File: src/rtl/bus_arbiter_rr.sv
// rtl/bus_arbiter_rr.sv - round-robin bus arbiter holding ownership for one bus transaction
// Optional grant timeout enabled by defining BUS_ARB_TIMEOUT_EN.
module bus_arbiter_rr #(
    parameter  int NUM_MASTERS    = 4,
    parameter  int TIMEOUT_CYCLES = 16,
    localparam int OWNER_W        = $clog2(NUM_MASTERS)
) (
    input  logic                   system_clock,
    input  logic                   system_reset_n,
    input  logic [NUM_MASTERS-1:0] request,
    input  logic                   begin_transactionIN,
    input  logic                   end_transactionIN,
    input  logic                   errorIN,
    output logic [NUM_MASTERS-1:0] granted,
    output logic                   grant_valid,
    output logic [OWNER_W-1:0]     owner_id,
    output logic                   timeout
);

    typedef enum logic [1:0] {
        S_IDLE        = 2'd0,
        S_GRANTED     = 2'd1,
        S_TRANSACTION = 2'd2
    } state_t;

    state_t                   r_state;
    state_t                   w_next_state;
    logic [NUM_MASTERS-1:0]   r_granted;
    logic [NUM_MASTERS-1:0]   w_next_granted;
    logic                     r_grant_valid;
    logic [OWNER_W-1:0]       r_owner;
    logic [OWNER_W-1:0]       w_next_owner;
    logic [OWNER_W-1:0]       w_winner;
    logic [OWNER_W-1:0]       w_cand;
    logic                     w_found;
    logic                     w_timeout_hit;

    // Round-robin search starting one past the current/most recent owner
    always_comb begin
        w_found  = 1'b0;
        w_winner = '0;
        w_cand   = '0;
        for (int i = 1; i <= NUM_MASTERS; i++) begin
            w_cand = OWNER_W'((int'(r_owner) + i) % NUM_MASTERS);
            if (!w_found && request[w_cand]) begin
                w_found  = 1'b1;
                w_winner = w_cand;
            end
        end
    end

`ifdef BUS_ARB_TIMEOUT_EN
    localparam int CNT_W = $clog2(TIMEOUT_CYCLES + 1);

    logic [CNT_W-1:0] r_cnt;
    logic             r_timeout;

    // Cycles spent in GRANTED; held at zero everywhere else so entry starts from zero
    always_ff @(posedge system_clock or negedge system_reset_n) begin
        if (!system_reset_n) begin
            r_cnt <= '0;
        end else if (r_state != S_GRANTED) begin
            r_cnt <= '0;
        end else begin
            r_cnt <= r_cnt + CNT_W'(1);
        end
    end

    // Revoke only when no higher-priority exit (error, begin, abandoned request) applies
    assign w_timeout_hit = (r_state == S_GRANTED) && (r_cnt == CNT_W'(TIMEOUT_CYCLES - 1)) &&
                           !begin_transactionIN && !errorIN && request[r_owner];

    // One-cycle pulse coinciding with the grant drop
    always_ff @(posedge system_clock or negedge system_reset_n) begin
        if (!system_reset_n) begin
            r_timeout <= 1'b0;
        end else begin
            r_timeout <= w_timeout_hit;
        end
    end

    assign timeout = r_timeout;
`else
    assign w_timeout_hit = 1'b0;
    // TIMEOUT_CYCLES is always positive, so this is a constant 0
    assign timeout       = (TIMEOUT_CYCLES < 0);
`endif

    // Next state, grant vector and owner; a new grant is only ever issued from IDLE,
    // which forces the single turnaround cycle between grants
    always_comb begin
        w_next_state   = r_state;
        w_next_granted = r_granted;
        w_next_owner   = r_owner;
        case (r_state)
            S_IDLE: begin
                w_next_granted = '0;
                if (w_found) begin
                    w_next_state   = S_GRANTED;
                    w_next_granted = NUM_MASTERS'(1) << w_winner;
                    w_next_owner   = w_winner;
                end
            end
            S_GRANTED: begin
                if (errorIN || (begin_transactionIN && end_transactionIN)) begin
                    w_next_state   = S_IDLE;
                    w_next_granted = '0;
                end else if (begin_transactionIN) begin
                    w_next_state   = S_TRANSACTION;
                end else if (!request[r_owner] || w_timeout_hit) begin
                    w_next_state   = S_IDLE;
                    w_next_granted = '0;
                end
            end
            S_TRANSACTION: begin
                if (end_transactionIN || errorIN) begin
                    w_next_state   = S_IDLE;
                    w_next_granted = '0;
                end
            end
            default: begin
                w_next_state   = S_IDLE;
                w_next_granted = '0;
            end
        endcase
    end

    // State and registered outputs; owner pointer resets so master 0 wins first
    always_ff @(posedge system_clock or negedge system_reset_n) begin
        if (!system_reset_n) begin
            r_state       <= S_IDLE;
            r_granted     <= '0;
            r_grant_valid <= 1'b0;
            r_owner       <= OWNER_W'(NUM_MASTERS - 1);
        end else begin
            r_state       <= w_next_state;
            r_granted     <= w_next_granted;
            r_grant_valid <= |w_next_granted;
            r_owner       <= w_next_owner;
        end
    end

    assign granted     = r_granted;
    assign grant_valid = r_grant_valid;
    assign owner_id    = r_owner;

endmodule

File: config.mk
export PLATFORM = sky130hd
export DESIGN_NAME = bus_arbiter_rr
export DESIGN_NICKNAME = d
export VERILOG_FILES = /design/src/rtl/bus_arbiter_rr.sv
export SDC_FILE = /design/constraint.sdc
export NUM_CORES = 1
export LEC_CHECK = 0
export ABC_AREA = 0
export CAP_MARGIN = 30
export CORE_MARGIN = 2
export CORE_UTILIZATION = 44
export CTS_CLUSTER_SIZE = 12
export DETAILED_ROUTE_END_ITERATION = 12
export GPL_ROUTABILITY_DRIVEN = 0
export MAX_ROUTING_LAYER = met4
export PLACE_DENSITY = 0.79
export SYNTH_ARGS = -nofsm -noshare
export SYNTH_HDL_FRONTEND = slang
export SYNTH_SLANG_ARGS = --single-unit
File: constraint.sdc
create_clock -name system_clock -period 1.8 [get_ports system_clock]
set_input_delay 0.36 -clock system_clock [delete_from_list [all_inputs] [get_ports system_clock]]
set_output_delay 0.36 -clock system_clock [all_outputs]
set_load 0.02 [all_outputs]
Word-level counts from Yosys, hierarchy flattened
Cells that the tools add are included.
{"block": "op_classes", "shifts": 1, "n_addsub": 4, "n_eq_ne": 5, "div": 0, "n_reduce_logical": 13, "bitwise": 0, "multipliers": 0, "n_lt_le_gt_ge": 5, "mux": 30}
{"operator": "two-way mux 4 bit", "n": 5}
{"operator": "two-way mux 2 bit", "n": 9}
{"operator": "< comparator 2 x 3 -> 1 bit, second input constant", "n": 5}
{"operator": "one-hot mux 4 bit (3 select lines)", "n": 1}
{"operator": "binary-select mux 1 bit (select 2 bit)", "n": 5}
{"operator": "two-way mux 1 bit", "n": 9}
{"operator": "one-hot mux 2 bit (3 select lines)", "n": 1}
{"operator": "adder 2 x 1 -> 2 bit, second input constant", "n": 2}
{"operator": "adder 2 bit, second input constant", "n": 2}
{"operator": "logical AND 1 bit", "n": 4}
{"operator": "!= test 2 bit, second input constant", "n": 2}
{"operator": "!= test 4 bit, second input constant", "n": 1}
{"operator": "OR reduction 4 bit", "n": 1}
{"operator": "<< shifter 1 x 2 -> 4 bit, first input constant", "n": 1}
{"operator": "zero test 1 bit", "n": 3}
{"operator": "AND reduction 3 bit", "n": 1}
{"operator": "equality test 2 x 1 -> 1 bit, second input constant", "n": 1}
{"operator": "equality test 2 bit, second input constant", "n": 1}
{"operator": "zero test 2 bit", "n": 1}
{"operator": "logical OR 1 bit", "n": 2}
{"operator": "AND reduction 2 bit", "n": 1}
{"block": "totals", "memories": 0, "latch_bits": 0, "word_cells": 62, "in_bits": 9, "regBits": 9, "ramBits": 0, "out_inout_bits": 8, "mem_bits_ro": 0}

Logic depth before layout (Yosys ltp)
{"block": "depth", "word_depth": 17, "ltp_mapped": 5, "mapped_depth_nobuf": 4}

Least setup slack after synthesis
No wires, ideal clock.
{"block": "synth_path", "kind": "reg-to-reg", "startpoint": "reg r_owner[1], in the netlist owner_id[1]", "endpoint": "reg r_grant_valid, in the netlist grant_valid", "period_less_slack_ns": 1.611, "n_path_buf": 1, "path_slack_ns": 0.189, "setup_time_ns": 0.092, "stages_incl_launch_ff": 6, "arrival_ns": 1.519, "required_time_ns": 1.708, "path_cell_list": "dfstp_2 -> buf_6 -> or2b_2 -> o32ai_4 -> nor2_2 -> o31ai_2"}
{"block": "synth_between", "elab_chain_cells": 17, "word_cells_on_any_way": 35, "cone_classes": "add/sub (4); shift (1); mux (23); reduce/logical (7)"}
{"element": "start: declaration", "line": "31", "text": "logic [OWNER_W-1:0] r_owner;"}
{"element": "start signal: assignment", "line": "134", "text": "r_owner <= OWNER_W'(NUM_MASTERS - 1);"}
{"element": "start signal: assignment", "line": "139", "text": "r_owner <= w_next_owner;"}
{"element": "adder 2 x 1 -> 2 bit", "line": "44", "text": "w_cand = OWNER_W'((int'(r_owner) + i) % NUM_MASTERS);"}
{"element": "binary-select mux 1 bit (select 2 bit)", "line": "45", "text": "if (!w_found && request[w_cand]) begin"}
{"element": "two-way mux 1 bit (implied by the code)", "line": "45"}
{"element": "two-way mux 1 bit", "line": "45"}
{"element": "zero test 1 bit", "line": "45"}
{"element": "logical AND 1 bit", "line": "45"}
{"element": "two-way mux 1 bit", "line": "45"}
{"element": "zero test 1 bit", "line": "45"}
{"element": "logical AND 1 bit", "line": "45"}
{"element": "two-way mux 1 bit", "line": "45"}
{"element": "zero test 1 bit", "line": "45"}
{"element": "logical AND 1 bit", "line": "45"}
{"element": "two-way mux 2 bit", "line": "45"}
{"element": "<< shifter 1 x 2 -> 4 bit", "line": "100", "text": "w_next_granted = NUM_MASTERS'(1) << w_winner;"}
{"element": "two-way mux 4 bit", "line": "98", "text": "if (w_found) begin"}
{"element": "one-hot mux 4 bit (3 select lines) *", "line": "95", "text": "case (r_state)"}
{"element": "OR reduction 4 bit *", "line": "138", "text": "r_grant_valid <= |w_next_granted;"}
{"element": "end signal: assignment", "line": "138"}
{"element": "end: declaration", "line": "30", "text": "logic r_grant_valid;"}
Mark *: on every way between the ends. The rest lies on a longest branch, timed or not. The select of a mux whose other input is x is not followed.
A chain may end at the register's enable or synchronous reset.

Worst setup path in the final report
{"block": "layout_path", "startpoint": "in request[1]", "endpoint": "reg r_granted[0], in the netlist granted[0]"}
{"block": "layout_between", "elab_chain_cells": 15, "word_cells_on_any_way": 30, "cone_classes": "shift (1); mux (23); reduce/logical (6)"}
{"element": "start: declaration", "line": "10", "text": "input logic [NUM_MASTERS-1:0] request,"}
{"element": "binary-select mux 1 bit (select 2 bit)", "line": "45"}
{"element": "two-way mux 1 bit (implied by the code)", "line": "45"}
{"element": "two-way mux 1 bit", "line": "45"}
{"element": "zero test 1 bit", "line": "45"}
{"element": "logical AND 1 bit", "line": "45"}
{"element": "two-way mux 1 bit", "line": "45"}
{"element": "zero test 1 bit", "line": "45"}
{"element": "logical AND 1 bit", "line": "45"}
{"element": "two-way mux 1 bit", "line": "45"}
{"element": "zero test 1 bit", "line": "45"}
{"element": "logical AND 1 bit", "line": "45"}
{"element": "two-way mux 2 bit", "line": "45"}
{"element": "<< shifter 1 x 2 -> 4 bit", "line": "100"}
{"element": "two-way mux 4 bit", "line": "98"}
{"element": "one-hot mux 4 bit (3 select lines) *", "line": "95"}
{"element": "net w_next_granted[0]", "line": "29", "text": "logic [NUM_MASTERS-1:0] w_next_granted;"}
{"element": "end signal: assignment", "line": "137", "text": "r_granted <= w_next_granted;"}
{"element": "end: declaration", "line": "28", "text": "logic [NUM_MASTERS-1:0] r_granted;"}
Mark *: on every way through the listed nets, which the timed path passes. The rest lies on a longest branch. The select of a mux whose other input is x is not followed.

==> results by group <==
Power and ir drop
  – Int Pwr: 741 uW
  – Clk network pwr share: 0.120
  – Gate power share: 0.546
  – Sw Ratio: 0.396
  – Sequential share of power: 0.333
  – Static Leak: 0.322 nW
  – Pwr dens: 1550 mW/mm^2
  – Peak supply drop: 1020 uV
  – Sw Pwr: 485 uW

Setup path
  – Critical Path Slowest Stage Cell: clkdlybuf4s50_1
  – Critical path launch point type: input port
  – Critical path class: in -> reg
  – R2R depth: 4
  – Worst Path Arrival: 1.85 ns
  – Largest stage delay, worst path: 0.58 ns
  – CP Cell Sequence: clkdlybuf4s50_1 -> nor4_1 -> or3_2 -> o32ai_1
  – R2r endpoint: granted[1]
  – Worst reg2reg setup slack: 0.18 ns
  – End point of the critical path: granted[0]
  – CP Capture Type: flip-flop
  – Worst setup path start: request[1]
  – Highest net fanout along the worst path: 6
  – R2R Path Start: owner_id[0]
  – Required @ worst endpoint: 1.94 ns

Finish
  – Area Overhead vs Synth: 36.5%
  – Filler cells: 109
  – Final Cell Area: 791 sq um
  – Ratio of cells with drive above 1 in the final layout: 0.266
  – Commonest non-fill, non-tap cell in the layout: clkdlybuf4s50_1
  – Most frequent cells in the layout: 13 x clkdlybuf4s50_1, 7 x dfrtp_1, 5 x nor2_1, 5 x buf_4
  – Ant diodes: 0
  – Final #Nets: 89

Die
  – Die Area: 0.00162 sq mm
  – Starting Density: 0.457
  – Core Rows: 13
  – Num ports: 17
  – Die height: 40.3 um
  – Die width: 40.3 um
  – Core footprint: 0.00127 sq mm

Placement
  – I/O Buffers: 15
  – Hpwl dp: 992 um
  – Area after DPL: 767 sq um

Detailed routing
  – First DRT Iteration DRCs: 10
  – WL final: 1240 um
  – Routed wire per std cell: 13.2 um
  – Drt drc: 0
  – First-pass DRT Iterations: 4
  – Routed via count: 529
  – Vias per cell: 5.63
  – Routed Antenna Nets: 0

Clock tree
  – Maximum clock path buffer count: 2
  – Setup repair bufs after CTS: 0
  – CTS tree: yes
  – Clock root buffer: clkbuf_4
  – Clock sink total: 9
  – Clock-pin slew on the worst setup and hold paths: 0.06 ns
  – Clock latency on the worst-skew pair: 0.26 ns
  – Hold buffer count at CTS: 0
  – TritonCTS Buffers: 3
  – H-Tree Depth: 1

Synth
  – Leading area contributor after synthesis: dfrtp_1
  – Mapped Nets: 66
  – Post-Syn Area: 579 sq um
  – Mapped Cells: 57
  – Total number of yosys warnings: 0
  – Top cell type's share of synthesized area: 0.302
  – Yosys reg bits: 9
  – Synth cell types: 32
  – Top cells by area, synth: dfrtp_1 30%, dfstp_2 9.1%, o32ai_4 4.8%
  – Seq/Total Area, Yosys: 0.393
  – Mean Syn Cell Area: 10.2 sq um

GRT
  – First-pass GRT wire length: 2000 um
  – Initial antenna violation count: 0
  – Total track usage: 0.199
  – Overflow after GRT: 0
  – Largest net degree at the start of global routing: 11
  – Vias in the first global route: 492

Timing
  – Setup Viol. Count Final: 0
  – RSZ-0062 raised after global routing: false
  – F_max: 0.585 GHz
  – Final hold violations: 0
  – Post-route setup TNS: 0 ns
  – Clock skew: 0.0101 ns
  – Final Critical Period: 1.71 ns
  – Final Max Tran Viols: 0
  – Final period util: 0.949

Outcome
  – Status: completed

Worst hold path
  – Hold Crit Class: in -> async

Flow run
  – Max Cap Viol: 0
[Yosys cell counts]
cell / number
a21o_2: 2
a21oi_1: 2
a31oi_1: 1
a32o_1: 2
and2_1: 1
buf_4: 1
buf_6: 1
conb_1: 1
dfrtp_1: 7
dfstp_2: 2
inv_1: 1
mux2_2: 1
mux2i_1: 2
nand2_1: 3
nand2b_1: 3
nand3b_1: 1
nor2_1: 5
nor2_2: 1
nor2b_1: 2
nor3_1: 1
nor4_1: 2
o21a_1: 1
o21ai_0: 2
o22ai_1: 2
o311ai_1: 1
o31ai_2: 1
o32ai_1: 2
o32ai_4: 1
or2_2: 1
or2b_2: 2
or3_2: 1
or4b_4: 1
[power by group through the flow]
stage / registers (mW) / logic, mW / clock network, mW
after floorplan: 0.466 / 0.375 / 0
after global placement: 0.408 / 0.672 / 0
after detailed placement: 0.413 / 0.686 / 0
after CTS: 0.408 / 0.670 / 0.153
after global routing: 0.426 / 0.722 / 0.168
final: 0.409 / 0.670 / 0.147
[per-stage QoR]
stage                     hold slack [ns]  utilization  setup slack, ns  power, mW  std cells
after floorplan                    0.0644            -            0.189      0.841         57
after global placement              0.519        0.605           -0.138       1.08         90
after detailed placement            0.533        0.605           -0.132       1.10         90
after CTS                           0.388        0.623            0.127       1.23         94
after global routing                0.399        0.623          0.00970       1.32         94
final                               0.387        0.623           0.0917       1.23         94
[state kept, by name, summed over array words and instances, names as in the netlist]
register,count
granted,4
owner_id,2
grant_valid,1
r_state,2
[worst min path at each step]
stage                  end  slack (ns)  cells past startpoint
4_1_cts         r_state[1]        0.39                      1
6_report        r_state[0]        0.39                      1
5_1_grt         r_state[1]        0.40                      1
3_3_place_gp    granted[3]        0.52                      1
2_1_floorplan  grant_valid        0.06                      0
3_5_place_dp    granted[3]        0.53                      1
[what timing repair did]
| action | in CTS | in global routing |
|---|---|---|
| endpoints found under the hold margin | 0 | 0 |
| gates resized for setup | 2 | 0 |
| endpoints found under the setup margin | 2 | 0 |
[kinds of logic after synthesis]
kind of cell	count (synthesis)	share of synthesized area
flops	9	0.393
other cells	1	0.00647
mux	3	0.0540
compound gates	17	0.259
buf+inv	3	0.0389
simple gates	24	0.248
[area by class of cell]
class | instances | area, sq um | share of cell area
multi-input cells | 45 | 329 | 0.416
flip-flops and latches | 9 | 228 | 0.288
repair buffers | 20 | 185 | 0.234
inverters | 1 | 3.75 | 0.00475
well taps | 15 | 18.8 | 0.0237
clock buffers | 4 | 26.3 | 0.0332
[layer usage]
layer / GRT usage / vias up / share of wire
li1: - / 258 / -
met1: 0.208 / 251 / 0.42
met2: 0.319 / 20 / 0.51
met3: 0.0944 / 0 / 0.069
met4: 0.0833 / 0 / 0
met5: - / - / 0
[critical path, delay by kind of cell]
family	cells	cell delay [ns]
buf+inv	1	0.58
simple gates	2	0.58
compound gates	1	0.33
No activity file was read; power rests on OpenSTA's default activity.
